--- src/rtl/uart_tx_sched.sv ---
// Round-robin arbiter plus 8N1 serializer: shares one UART TX line among
// NUM_REQ byte producers, paced by an oversampling tick (SAMPLE_RATE ticks per bit).
module uart_tx_sched #(
  parameter int NUM_REQ     = 4,
  parameter int SAMPLE_RATE = 16,
  parameter int DATA_W      = 8,
  localparam int IDX_W      = $clog2(NUM_REQ)
) (
  input  logic                      clk_in,
  input  logic                      rst_in,
  input  logic                      tick_in,
  input  logic [NUM_REQ-1:0]        req_valid_in,
  input  logic [NUM_REQ*DATA_W-1:0] req_data_in,
  output logic [NUM_REQ-1:0]        req_ready_out,
  output logic                      tx_out,
  output logic                      busy_out,
  output logic [IDX_W-1:0]          grant_out
);

  localparam int CNT_W = $clog2(SAMPLE_RATE);
  localparam int BIT_W = $clog2(DATA_W);

  typedef enum logic [1:0] {IDLE, START, DATA, STOP} state_t;

  state_t              state_reg, state_next;
  logic [CNT_W-1:0]    tick_cnt_reg, tick_cnt_next;
  logic [BIT_W-1:0]    bit_idx_reg, bit_idx_next;
  logic [DATA_W-1:0]   shift_reg, shift_next;
  logic [IDX_W-1:0]    grant_reg, grant_next;
  logic [IDX_W-1:0]    last_grant_reg, last_grant_next;
  logic                tx_reg, tx_next;

  logic [DATA_W-1:0]   req_data_arr [NUM_REQ];
  logic                sel_found;
  logic [IDX_W-1:0]    sel_idx;
  logic [IDX_W-1:0]    cand;
  logic                accept;
  logic                bit_end;

  genvar gi;
  generate
    for (gi = 0; gi < NUM_REQ; gi++) begin : g_split
      assign req_data_arr[gi] = req_data_in[gi*DATA_W +: DATA_W];
    end
  endgenerate

  // Rotating search starting just after the last winner, so the requester
  // just served ends up with the lowest priority.
  always_comb begin
    sel_found = 1'b0;
    sel_idx   = '0;
    cand      = '0;
    for (int k = 1; k <= NUM_REQ; k++) begin
      cand = IDX_W'((int'(last_grant_reg) + k) % NUM_REQ);
      if (!sel_found && req_valid_in[cand]) begin
        sel_found = 1'b1;
        sel_idx   = cand;
      end
    end
  end

  // Masked during reset so no producer sees a handshake that is then discarded.
  assign accept        = (state_reg == IDLE) && sel_found && !rst_in;
  assign req_ready_out = accept ? (NUM_REQ'(1) << sel_idx) : '0;
  assign bit_end       = tick_in && (tick_cnt_reg == CNT_W'(SAMPLE_RATE - 1));

  always_comb begin
    state_next      = state_reg;
    tick_cnt_next   = tick_cnt_reg;
    bit_idx_next    = bit_idx_reg;
    shift_next      = shift_reg;
    grant_next      = grant_reg;
    last_grant_next = last_grant_reg;
    tx_next         = 1'b1;

    if (state_reg != IDLE && tick_in) begin
      tick_cnt_next = bit_end ? '0 : tick_cnt_reg + CNT_W'(1);
    end

    case (state_reg)
      IDLE: begin
        if (accept) begin
          shift_next      = req_data_arr[sel_idx];
          grant_next      = sel_idx;
          last_grant_next = sel_idx;
          tick_cnt_next   = '0;
          state_next      = START;
        end
      end
      START: begin
        if (bit_end) begin
          state_next   = DATA;
          bit_idx_next = '0;
        end
      end
      DATA: begin
        if (bit_end) begin
          shift_next = shift_reg >> 1;
          if (bit_idx_reg == BIT_W'(DATA_W - 1)) begin
            state_next = STOP;
          end else begin
            bit_idx_next = bit_idx_reg + BIT_W'(1);
          end
        end
      end
      STOP: begin
        if (bit_end) begin
          state_next = IDLE;
        end
      end
      default: state_next = IDLE;
    endcase

    // Line level is derived from the upcoming state so tx_out is a clean register.
    case (state_next)
      START:   tx_next = 1'b0;
      DATA:    tx_next = shift_next[0];
      default: tx_next = 1'b1;
    endcase
  end

  always_ff @(posedge clk_in) begin
    if (rst_in) begin
      state_reg      <= IDLE;
      tick_cnt_reg   <= '0;
      bit_idx_reg    <= '0;
      shift_reg      <= '0;
      grant_reg      <= '0;
      last_grant_reg <= IDX_W'(NUM_REQ - 1);
      tx_reg         <= 1'b1;
    end else begin
      state_reg      <= state_next;
      tick_cnt_reg   <= tick_cnt_next;
      bit_idx_reg    <= bit_idx_next;
      shift_reg      <= shift_next;
      grant_reg      <= grant_next;
      last_grant_reg <= last_grant_next;
      tx_reg         <= tx_next;
    end
  end

  assign tx_out    = tx_reg;
  assign busy_out  = (state_reg != IDLE);
  assign grant_out = grant_reg;

endmodule

--- config.mk ---
export PLATFORM = sky130hd
export DESIGN_NAME = uart_tx_sched
export DESIGN_NICKNAME = d
export VERILOG_FILES = /design/src/rtl/uart_tx_sched.sv
export SDC_FILE = /design/constraint.sdc
export NUM_CORES = 1
export LEC_CHECK = 0
export ABC_AREA = 1
export BUFFER_PORTS_ARGS = -buffer_cell sky130_fd_sc_hd__clkbuf_2
export CAP_MARGIN = 20
export CORE_AREA = 5 5 65 67
export CTS_BUF_LIST = sky130_fd_sc_hd__clkbuf_8 sky130_fd_sc_hd__clkbuf_16
export CTS_CLUSTER_SIZE = 40
export DETAILED_ROUTE_END_ITERATION = 6
export DIE_AREA = 0 0 70 72
export PLACE_DENSITY_LB_ADDON = 0.15
export SYNTH_ARGS = -nofsm -noshare
export SYNTH_HDL_FRONTEND = slang
export SYNTH_SLANG_ARGS = --single-unit
--- constraint.sdc ---
create_clock -name clk_in -period 1.9 [get_ports clk_in]
set_clock_uncertainty 0.05 [all_clocks]
set_input_delay 0.38 -clock clk_in [delete_from_list [all_inputs] [get_ports clk_in]]
set_output_delay 0.38 -clock clk_in [all_outputs]
set_load 0.005 [all_outputs]
=== After elaboration in Yosys (flattened, before gate mapping) ===
Cells that the tools add are included.

* Register bits after elaboration: 22
* Input port bits: 39
* Word-level logic and storage cells: 88

* Add/sub/neg operators: 6
* Order comparisons: 5
* Eq/ne operators: 11
* Shifts and indexed selects: 1
* Mux-type cells: 38
* Bitwise operators: 1
* Reduce and logical (&&, ||, !) cells: 18

{| class="wikitable"
|+ Operators with widths
! cell !! count
|-
| $mux 8 || 4
|-
| $mux 4 || 5
|-
| $mux 2 || 9
|-
| $bmux 8 s2 || 1
|-
| $pmux 8 s2 || 1
|-
| $lt 2x3->1 const B || 4
|-
| $mux 3 || 3
|-
| $bmux 1 s2 || 4
|-
| $mux 1 || 8
|-
| $ne 2x2->1 const B || 4
|-
| $pmux 2 s4 || 1
|-
| $logic_and 1x1->1 || 7
|-
| $eq 2x2->1 const B || 3
|-
| $pmux 3 s2 || 1
|-
| $reduce_bool 2->1 || 3
|-
| $add 2x1->2 const B || 2
|-
| $add 2x2->2 const B || 2
|-
| $add 4x1->4 const B || 1
|-
| $eq 2x1->1 const B || 2
|-
| $eq 4x4->1 const B || 1
|-
| $logic_not 1->1 || 4
|-
| $reduce_and 4->1 || 1
|-
| $shl 1x2->4 const A || 1
|-
| $add 3x1->3 const B || 1
|-
| 7 further kinds || 7
|}

=== Longest topological paths before layout ===
* Word-level depth: 20
* Mapped depth: 18

=== Worst setup path after synthesis ===
OpenSTA, ideal clock, no wires.

* Path type: register to output
* Start: register last_grant_reg[0]
* End: output req_ready_out[2]
* Arrival: 1518 ps
* Data required time: 1470 ps
* Path slack: -48 ps
* Cell stages (with the launch flop): 15
* Buffers on the path: 1
* Cell sequence: dfxtp_1 buf_6 inv_4 nand2_1 nand2_1 nand2_1 nand2_1 inv_2 nand3_4 nand2_2 nor2_2 inv_4 nor2_1 inv_1 nor2_1

* Word-level cells in the longest chain between the ends: 16
* Elaborated cells on any way between the ends: 30
* Classes of those cells: add/sub (4); shift (1); mux (17); reduce/logical (8)

{| class="wikitable"
|+ RTL lines
! item !! line !! text
|-
| start: declaration || 30 || <nowiki>logic [IDX_W-1:0] last_grant_reg, last_grant_next;</nowiki>
|-
| start signal: assignment || 129 || <nowiki>last_grant_reg <= IDX_W'(NUM_REQ - 1);</nowiki>
|-
| start signal: assignment || 137 || <nowiki>last_grant_reg <= last_grant_next;</nowiki>
|-
| $add 2x1->2 || 54 || <nowiki>cand = IDX_W'((int'(last_grant_reg) + k) % NUM_REQ);</nowiki>
|-
| $bmux 1 s2 || 55 || <nowiki>if (!sel_found && req_valid_in[cand]) begin</nowiki>
|-
| $mux 1 (not written as such) || 55 ||
|-
| $mux 1 || 55 ||
|-
| $logic_not 1->1 || 55 ||
|-
| $logic_and 1x1->1 || 55 ||
|-
| $mux 1 || 55 ||
|-
| $logic_not 1->1 || 55 ||
|-
| $logic_and 1x1->1 || 55 ||
|-
| $mux 1 || 55 ||
|-
| $logic_not 1->1 || 55 ||
|-
| $logic_and 1x1->1 || 55 ||
|-
| $mux 1 || 55 ||
|-
| $logic_and 1x1->1 (2 in a row) || 63 || <nowiki>assign accept = (state_reg == IDLE) && sel_found && !rst_in;</nowiki>
|-
| $mux 4 (*) || 64 || <nowiki>assign req_ready_out = accept ? (NUM_REQ'(1) << sel_idx) : '0;</nowiki>
|-
| end: declaration || 14 || <nowiki>output logic [NUM_REQ-1:0] req_ready_out,</nowiki>
|}

Mark *: on every way between the ends. The rest lies on a longest branch, timed or not. The select of a mux whose other input is x is not followed.

=== Final worst setup path ===
Same ends and word-level chain as after synthesis.

==> impl_metrics.yaml <==
setup_path:
  worst-setup-path-type: "reg2out"
  cp.arrival_ns: 1.85
  required_ns: 1.47
  critPathCaptureType: "output pin"
  cp-start-kind: "flop"
  worst-path-max-fanout: 9
global_route:
  overflow: 0
  antenna_found_initial: 0
  grt_pass1_vias: 1669
  grt_use_total: 0.158
  grt_max_degree: 15
  grt_pass1_wl_mm: 6.68
sta:
  relSlewSlack: 0.756
  rsz0062_at_grt: "yes"
  timing.final.ws_setup_ns: -0.380
  fin_crit_sh: 1.20
  hold_slack_ns: 0.387
  min_period_ns: 2.28
  finalSetupTns_ns: -2.70
  tightest_slew_ns: 0.362
  max_freq_mhz: 439
  finalHoldViolations: 0
  slew_viol_final: 0
  setup_violations: 13
drt:
  via_per_inst: 4.69
  dr.pass1.iters: 4
  met1_length_mm: 1.81
  wl_per_cell_um: 10.6
  route.antenna.remaining_nets: 0
  vias: 1759
  first_iter_violations: 47
  met2_length_mm: 1.97
  drc: 0
  routed_wl_mm: 3.99
  dr.max_layer_used: "met4"
  wl_met3_um: 195
pwr:
  power.switching_mw: 2.15
  p_per_area_nw_per_um2: 1930
  switching_share: 0.493
  p_int_mw: 2.21
  comb_power_share: 0.795
  pwr-share-seq: 0.142
  p_clk_frac: 0.063
  power_mw: 4.36
  ir_drop_v: 0.00123
  p_leak_nw: 1.19
clock_tree:
  cts_root_buf: "clkbuf_8"
  cts_sinks: 22
  numCtsBuffers: 3
  cts_tree: "yes"
  h-tree-depth: 1
  clkTransAtPathRegs_ns: 0.07
  clock_path_buffers: 2
  cts.hold.buffers_added: 0
  clock_latency_ns: 0.25
logic_synthesis:
  synth_cells: 254
  synth-seq-cells: 22
  synthSimpleGateAreaFrac: 0.487
  syn_area_um2: 1610
  syn_avg_cell_area_um2: 6.33
  synth_warnings: 0
  synth-adder-area-share: 0.0233
  synth_compound_area_frac: 0.104
  synth_top_family_by_area: "simple AND/OR/NAND/NOR gates"
  ys_types: 30
  synthMuxAreaShare: 0
  syn-num-nets: 296
  synth-xor-area-share: 0.0163
  ys_seq_area_frac: 0.274
min_path:
  hold_path.class: "in2reg"
placed_design:
  hpwl_mm: 3.26
  routabilityCongestion: 0.887
  io_buffers: 46
  pre_cts_slack_ns: -0.147
die:
  num_rows: 22
  design.die.area_um2: 5040
  initial_core_util: 0.449
  core_um2: 3580
  die_w_um: 70
  io-pin-count: 47
  die_h_um: 72
finish:
  layout.area.seq_um2: 443
  fillers: 355
  diodes: 0
  drive_gt1_frac: 0.413
  area.growth.synth_to_final_pct: 40.7
  layout_commonest_cell: "nand2_1"
  postLayoutCoreUtil: 0.632
  layout_common_cells: "nand2_1 (81), clkbuf_2 (44), inv_1 (26), buf_4 (23)"
  largest_register_ffs: 8
  fin_nets: 371
  multi_input_area_um2: 1130
status:
  violations: "setup timing"
  status: "complete, but fails checks"
flow_run:
  maxCapViolations: 0
[layout make-up]
cell class | instances | share of cell area
well taps | 48 | 0.0265
flip-flops and latches | 22 | 0.196
inverters | 35 | 0.0631
multi-input cells | 195 | 0.499
clock buffers | 3 | 0.0183
repair buffers | 72 | 0.197
[logic make-up (layout without fill, tap and decap cells)]
kind of cell | after synthesis | after routing
DFF | 22 | 22
xor gates and xnor gates | 3 | 3
buffers and inverters | 37 | 110
adders and majority gates | 3 | 3
and+or+nand+nor | 159 | 159
AOI/OAI and AO/OA | 30 | 30
[critical path: stages (launching register included)]
cell and delay, ns:
dfxtp_2 0.33, buf_12 0.14, inv_8 0.07, nand2_2 0.07
nand3_1 0.07, nand2_1 0.10, o21ai_0 0.22, nand2_1 0.10
nand2_2 0.08, nand2_4 0.08, nor2_4 0.11, inv_2 0.05
nor2_2 0.09, clkbuf_2 0.11
[per-layer routing]
| layer | global-route usage | vias up |
|---|---|---|
| li1 | - | 953 |
| met1 | 0.187 | 767 |
| met2 | 0.291 | 37 |
| met3 | 0.0429 | 2 |
| met4 | 0.0255 | 0 |
| met5 | 0 | - |
[power groups by stage]
stage	logic [mW]	clock network, mW	registers [mW]
after floorplan	1.97	0	0.618
after global placement	2.80	0	0.622
after detailed placement	2.82	0	0.624
after CTS	3.19	0.287	0.615
after global routing	3.82	0.309	0.627
final	3.46	0.276	0.618
[repair_timing]
item                                    in CTS  in global routing
buffers inserted                             5                  2
resized for setup                           17                 17
endpoints found under the setup margin      14                 18
pin swaps                                    8                  6
[stage by stage]
step           std cells  area [um2]
5_1_grt              375        2260
6_report             375        2260
4_1_cts              373        2190
3_5_place_dp         365        2050
3_3_place_gp         365        2050
2_1_floorplan        254        1620
[cell usage after synthesis (all sizes together)]
library cell / number / area (um2)
nand2: 108 / 465
inv: 34 / 133
nor2: 24 / 133
dfxtp: 22 / 440
nand3: 20 / 135
a21oi: 13 / 65.1
o21ai: 7 / 35.0
o22ai: 6 / 37.5
nand4: 4 / 31.3
ha: 3 / 37.5
a22oi: 2 / 15.0
o211ai: 2 / 15.0
or2: 2 / 12.5
xor2: 2 / 17.5
buf: 1 / 11.3
clkbuf: 1 / 3.75
clkinv: 1 / 5.00
or3: 1 / 6.26
xnor2: 1 / 8.76
[final timing paths]
check                           cells past startpoint              start          endpoint  slack [ns]
worst max-delay path                               13  last_grant_reg[0]  req_ready_out[2]       -0.38
worst min-delay path                                5    req_data_in[15]      shift_reg[7]        0.39
worst max register to register                     16  last_grant_reg[0]      shift_reg[5]       -0.18
worst min register to register                      2       grant_out[0]      grant_out[0]        0.40
Power figures use the tool's default switching activity.
